File: config.mk
export PLATFORM = sky130hd
export DESIGN_NAME = nor_bank_snapshot_flat
export DESIGN_NICKNAME = d
export VERILOG_FILES = /design/src/rtl/nor_bank_snapshot_if.sv /design/src/rtl/nor_bank_snapshot.sv /design/src/flat_wrapper.sv
export SDC_FILE = /design/constraint.sdc
export NUM_CORES = 1
export LEC_CHECK = 0
export CORE_ASPECT_RATIO = 1.2
export CORE_MARGIN = 2
export CORE_UTILIZATION = 48
export DETAILED_ROUTE_END_ITERATION = 8
export PLACE_DENSITY = 0.74
export SYNTH_ARGS = -nofsm -noshare
export SYNTH_HDL_FRONTEND = slang
export SYNTH_SLANG_ARGS = --single-unit
File: constraint.sdc
create_clock -name clk -period 2.1 [get_ports clk]
set_input_delay 0.63 -clock clk [delete_from_list [all_inputs] [get_ports clk]]
set_output_delay 0.63 -clock clk [all_outputs]
set_load 0.05 [all_outputs]
File: src/rtl/nor_bank_snapshot_if.sv
// Byte stream carrying snapshot frames from nor_bank_snapshot to the host link.
// The master drives out_data/out_valid; the slave answers with out_ready.
interface nor_bank_snapshot_if;
    logic [7:0] out_data;
    logic       out_valid;
    logic       out_ready;

    modport master (output out_data, output out_valid, input out_ready);
    modport slave  (input out_data, input out_valid, output out_ready);
endinterface

File: src/rtl/nor_bank_snapshot.sv
// Samples up to WIDTH gate nets on a trigger and streams them out as a framed
// byte sequence: 0xA5, sequence number, NBYTES data bytes (LSB byte first) and,
// when the macro SNAPSHOT_CSUM_EN is defined, an XOR checksum byte.
// Triggers arriving while a frame is in flight are dropped and flagged in the
// sticky overrun bit; a trigger on the final byte's handshake starts the next
// frame back-to-back.
module nor_bank_snapshot #(
    parameter int WIDTH = 32
) (
    input  logic                 clk,
    input  logic                 rst,
    input  logic [WIDTH-1:0]     nets,
    input  logic                 trigger,
    input  logic                 clr_ovr,
    output logic                 busy,
    output logic                 overrun,
    nor_bank_snapshot_if.master  stream
);

    localparam int NBYTES = (WIDTH + 7) / 8;
    localparam int SNAP_W = NBYTES * 8;
    localparam int IDX_W  = (NBYTES > 1) ? $clog2(NBYTES) : 1;

    localparam logic [7:0] HEADER = 8'hA5;

    typedef enum logic [2:0] {
        S_IDLE,
        S_HDR,
        S_SEQ,
        S_DATA
`ifdef SNAPSHOT_CSUM_EN
        , S_CSUM
`endif
    } state_t;

    state_t             r_state;
    logic [IDX_W-1:0]   r_idx;
    logic [7:0]         r_seq;
    logic [7:0]         r_fseq;
    logic [SNAP_W-1:0]  r_snap;
    logic [7:0]         r_data;
    logic               r_valid;
    logic               r_busy;
    logic               r_ovr;
`ifdef SNAPSHOT_CSUM_EN
    logic [7:0]         r_csum;
`endif

    state_t             w_state_nxt;
    logic [IDX_W-1:0]   w_idx_nxt;
    logic [IDX_W-1:0]   w_idx_inc;
    logic [7:0]         w_data_nxt;
    logic               w_valid_nxt;
    logic               w_hs;
    logic               w_idx_last;
    logic               w_last;
    logic               w_accept;
    logic               w_drop;
    logic [SNAP_W-1:0]  w_snap_shift;

    assign w_hs         = r_valid && stream.out_ready;
    assign w_idx_last   = (r_idx == IDX_W'(NBYTES - 1));
    assign w_idx_inc    = r_idx + IDX_W'(1);
    assign w_snap_shift = r_snap >> {w_idx_inc, 3'b000};

    // The final byte of the frame is being handed over this cycle.
`ifdef SNAPSHOT_CSUM_EN
    assign w_last = w_hs && (r_state == S_CSUM);
`else
    assign w_last = w_hs && (r_state == S_DATA) && w_idx_last;
`endif

    // A trigger is taken when idle or when the current frame ends this cycle.
    assign w_accept = trigger && ((r_state == S_IDLE) || w_last);
    assign w_drop   = trigger && !w_accept;

    // Next state and next output byte; outputs are registered from these.
    always_comb begin
        // NOTE: every comb output gets a default first so no path leaves it unassigned (no latch).
        w_state_nxt = r_state;
        w_idx_nxt   = r_idx;
        w_data_nxt  = r_data;
        w_valid_nxt = r_valid;

        case (r_state)
            S_IDLE: begin
            end
            S_HDR: begin
                if (w_hs) begin
                    w_state_nxt = S_SEQ;
                    w_data_nxt  = r_fseq;
                end
            end
            S_SEQ: begin
                if (w_hs) begin
                    w_state_nxt = S_DATA;
                    w_idx_nxt   = '0;
                    w_data_nxt  = r_snap[7:0];
                end
            end
            S_DATA: begin
                if (w_hs) begin
                    if (w_idx_last) begin
`ifdef SNAPSHOT_CSUM_EN
                        w_state_nxt = S_CSUM;
                        w_data_nxt  = r_csum ^ r_data;
`else
                        w_state_nxt = S_IDLE;
                        w_valid_nxt = 1'b0;
`endif
                    end else begin
                        w_idx_nxt  = w_idx_inc;
                        w_data_nxt = w_snap_shift[7:0];
                    end
                end
            end
`ifdef SNAPSHOT_CSUM_EN
            S_CSUM: begin
                if (w_hs) begin
                    w_state_nxt = S_IDLE;
                    w_valid_nxt = 1'b0;
                end
            end
`endif
            default: begin
                w_state_nxt = S_IDLE;
                w_valid_nxt = 1'b0;
            end
        endcase

        if (w_accept) begin
            w_state_nxt = S_HDR;
            w_idx_nxt   = '0;
            w_data_nxt  = HEADER;
            w_valid_nxt = 1'b1;
        end
    end

    // Frame state and the registered stream outputs.
    always_ff @(posedge clk or negedge rst) begin
        if (!rst) begin
            r_state <= S_IDLE;
            r_idx   <= '0;
            r_data  <= 8'h00;
            r_valid <= 1'b0;
            r_busy  <= 1'b0;
        end else begin
            // NOTE: sequential state uses non-blocking assignments so all registers update together.
            r_state <= w_state_nxt;
            r_idx   <= w_idx_nxt;
            r_data  <= w_data_nxt;
            r_valid <= w_valid_nxt;
            r_busy  <= (w_state_nxt != S_IDLE);
        end
    end

    // Capture the nets and the frame's sequence number on an accepted trigger.
    always_ff @(posedge clk or negedge rst) begin
        if (!rst) begin
            // NOTE: the snapshot is a plain register bank, so it is cleared with the rest of the state.
            r_snap <= '0;
            r_seq  <= 8'h00;
            r_fseq <= 8'h00;
        end else if (w_accept) begin
            r_snap <= SNAP_W'(nets);
            r_fseq <= r_seq;
            r_seq  <= r_seq + 8'd1;
        end
    end

`ifdef SNAPSHOT_CSUM_EN
    // Running XOR of every byte already handed over in the current frame.
    always_ff @(posedge clk or negedge rst) begin
        if (!rst) begin
            r_csum <= 8'h00;
        end else if (w_accept) begin
            r_csum <= 8'h00;
        end else if (w_hs) begin
            r_csum <= r_csum ^ r_data;
        end
    end
`endif

    // Sticky overrun: a dropped trigger sets it and wins over a same-cycle clear.
    always_ff @(posedge clk or negedge rst) begin
        if (!rst) begin
            r_ovr <= 1'b0;
        end else if (w_drop) begin
            r_ovr <= 1'b1;
        end else if (clr_ovr) begin
            r_ovr <= 1'b0;
        end
    end

    assign stream.out_data  = r_data;
    assign stream.out_valid = r_valid;
    assign busy             = r_busy;
    assign overrun          = r_ovr;

endmodule

File: src/flat_wrapper.sv
// flat-port wrapper written by rule: the top's interface ports become plain ports
module nor_bank_snapshot_flat 
#(
    parameter int WIDTH = 32
)
  (clk, rst, nets, trigger, clr_ovr, busy, overrun, stream_out_data, stream_out_valid, stream_out_ready);
  nor_bank_snapshot_if stream_i ();
  input  logic clk;
  input  logic rst;
  input  logic [WIDTH-1:0] nets;
  input  logic trigger;
  input  logic clr_ovr;
  output logic busy;
  output logic overrun;
  output wire logic [$bits(stream_i.out_data)-1:0] stream_out_data;
  output wire logic [$bits(stream_i.out_valid)-1:0] stream_out_valid;
  input wire logic [$bits(stream_i.out_ready)-1:0] stream_out_ready;
  assign stream_out_data = stream_i.out_data;
  assign stream_out_valid = stream_i.out_valid;
  assign stream_i.out_ready = stream_out_ready;
  nor_bank_snapshot #(.WIDTH(WIDTH)) u_core (.clk(clk), .rst(rst), .nets(nets), .trigger(trigger), .clr_ovr(clr_ovr), .busy(busy), .overrun(overrun), .stream(stream_i));
endmodule
==> impl_metrics.tcl <==
set metrics [dict create \
    hold_class "in2async" \
    initial_core_util 0.494 \
    drv_slew 0 \
    antenna_found_initial 0 \
    dp_hpwl_um 4310 \
    cts_tree "built" \
    async_flop_share 1.00 \
    cts.path.max_buffers 2 \
    grt_overflow_total 0 \
    drive_above_1_share 0.188 \
    grt_pass1_vias 2376 \
    crit_path_cell_trace "clkdlybuf4s50_1 -> nand2_1 -> or4_4 -> a211oi_1 -> a211o_1" \
    timing.final.crit_share 0.933 \
    comb_power_share 0.206 \
    cap_violations 0 \
    cts_hold_buf 0 \
    postSynthCellCount 305 \
    io_buffers 47 \
    grt_setup_unrepaired "no" \
    pin_count 48 \
    setup_ws_ps 142 \
    seq_power_share 0.484 \
    clock.fmax_ghz 0.511 \
    startpoint_type "input port" \
    period_needed_ps 1960 \
    cts-root-buf "clkbuf_8" \
    cp-end-kind "flip-flop" \
    dieArea_sq_um 6880 \
    synth_seq_cells 64 \
    finalSetupTns_ps 0 \
    fin_skew_ps 5.94 \
    synth_fp_nets 344 \
    p_sw_w 0.000984 \
    drtIter0Drc 148 \
    rows 31 \
    htreeDepth 3 \
    vdd_ir_drop_max_mv 0.440 \
    clkLatencyLatePin_ps 340 \
    final_common_cell "nand2_1" \
    power_frac_clock 0.311 \
    drcViolationCount 0 \
    holdWs_ps 299 \
    ys_warn_count 0 \
    cp_slowest_cell "or4_4" \
    hold_violations 0 \
    dieHeight_um 90.5 \
    p_leak_nw 1.83 \
    grt_pass1_wl_um 11100 \
    yosysTopAreaCellShare 0.535 \
    dp_slack_ps -262 \
    yosysUniqueCellTypes 40 \
    path_class "in2reg" \
    ys_seq_area_frac 0.535 \
    drt-total-wl_um 6090 \
    path_max_fanout 16 \
    grt_max_degree 65 \
    required_ps 2380 \
    clkTransAtPathRegs_ps 70 \
    intPower_w 0.00242 \
    ys_top_cells_by_area "dfrtp_1 (54%), nand2_1 (16%), mux4_2 (6.0%)" \
    power_density_nw_per_um2 877 \
    synth_area_sq_um 2990 \
    track_usage 0.202 \
    chipWidth_um 76.1 \
    crit_family "simple AND/OR/NAND/NOR gates" \
    num-fill-cells 511 \
    nNetsFinal 401 \
    diodes 0 \
    crit_buf_inv 1 \
    via_count 2303 \
    final-setup-viol-count 0 \
    final_core_util 0.641 \
    gp_congestion 0.838 \
    post_drt_wl_per_cell_um 13.6 \
    synth_edf_count 0 \
    arrival_ps 2240 \
    viasPerCell 5.13 \
    core_sq_um 6050 \
    yosys.area.top_type "dfrtp_1" \
    slowest_delay_ps 640 \
    syn_avg_cell_area_sq_um 9.81 \
    status "complete, no violations" \
    dr.pass1.iters 4 \
    mostFrequentLayoutCells "nand2_1 (128), dfrtp_1 (63), clkdlybuf4s50_1 (35), buf_4 (26)" \
    switching_share 0.289 \
    cts_buffers 9 \
    synth_flop_cell "dfrtp_1" \
    ant_nets 0 \
    cts.sink_count 64 \
    area_delta_synth_final_pct 29.7 \
    total_power_w 0.00340 \
]
cell usage after synthesis, types with 2 or more instances:
cell      count
a211o_1       4
a211oi_1      7
a211oi_2      2
a21oi_1       2
a311oi_1      2
a31o_2        5
a31oi_1       2
and2_1        3
buf_1         3
buf_2         5
buf_6         3
clkbuf_1     10
dfrtp_1      64
ha_1          2
inv_1         2
mux2i_1       8
mux4_2        8
nand2_1     128
nand2b_1      2
nand3_1       2
nand4_1       3
nor2_1       11
nor2b_1       2
o21ai_0       4
xnor2_1       6
through the flow:
step | cells | area [sq um]
after global routing | 449 | 3880
after floorplan | 305 | 2990
after CTS | 447 | 3850
final | 449 | 3880
after global placement | 431 | 3650
after detailed placement | 431 | 3650
final timing paths:
check | endpoint | slack (ps) | depth (start not counted) | startpoint
hold reg to reg | u_core.r_snap[22] | 470 | 2 | u_core.r_snap[22]
setup / recovery | u_core.stream.out_data[0] | 140 | 5 | stream_out_ready
hold / removal | u_core.r_snap[16] | 300 | 2 | rst
setup reg to reg | u_core.stream.out_data[0] | 170 | 6 | u_core.r_idx[1]
max in group asynchronous | u_core.stream.out_valid | 1520 | 2 | rst
min in group clk | u_core.r_snap[22] | 470 | 2 | u_core.r_snap[22]
state kept, by name, summed over array words and instances, names as in the netlist:
| register | count |
|---|---|
| u_core.stream.out_valid | 1 |
| u_core.r_seq | 8 |
| u_core.r_snap | 32 |
| u_core.overrun | 1 |
| u_core.r_state | 3 |
| u_core.r_idx | 2 |
| u_core.busy | 1 |
| u_core.stream.out_data | 8 |
| u_core.r_fseq | 8 |
repair_timing:
action                     4_1_cts  5_1_grt
buffers inserted                 0        2
resized for setup                0        1
setup endpoints to repair        0       13
kinds of logic after synthesis:
| group | Yosys count | synth area share |
|---|---|---|
| mux | 16 | 0.0870 |
| compound gates | 31 | 0.0811 |
| fa+ha+maj | 2 | 0.00836 |
| xor+xnor | 7 | 0.0205 |
| buf+inv | 25 | 0.0460 |
| simple gates | 159 | 0.220 |
| other cells | 1 | 0.00125 |
| flops | 64 | 0.535 |
layer usage:
layer	wire length, um	share of wire	track usage
met1	2780	0.46	0.261
met2	2970	0.49	0.330
met3	180	0.030	0.0350
met4	153	0.025	0.102
met5	0	0	0
final cells by class:
type | count | area (sq um) | share of cell area
tap | 82 | 103 | 0.0264
sequential | 64 | 1600 | 0.413
clock inverter | 3 | 40.0 | 0.0103
clock buffer | 13 | 159 | 0.0410
multi-input combinational | 216 | 1280 | 0.329
inverter | 2 | 7.51 | 0.00193
timing repair buffer | 69 | 691 | 0.178
power groups by stage:
stage	sequential, W	combinational (W)	clock (W)
6_report	0.00165	0.000700	0.00106
5_1_grt	0.00168	0.000788	0.00114
4_1_cts	0.00164	0.000703	0.00107
3_5_place_dp	0.00166	0.000698	0
3_3_place_gp	0.00165	0.000677	0
2_1_floorplan	0.00169	0.000386	0
Note: power is estimated with default switching activity, not from simulation.
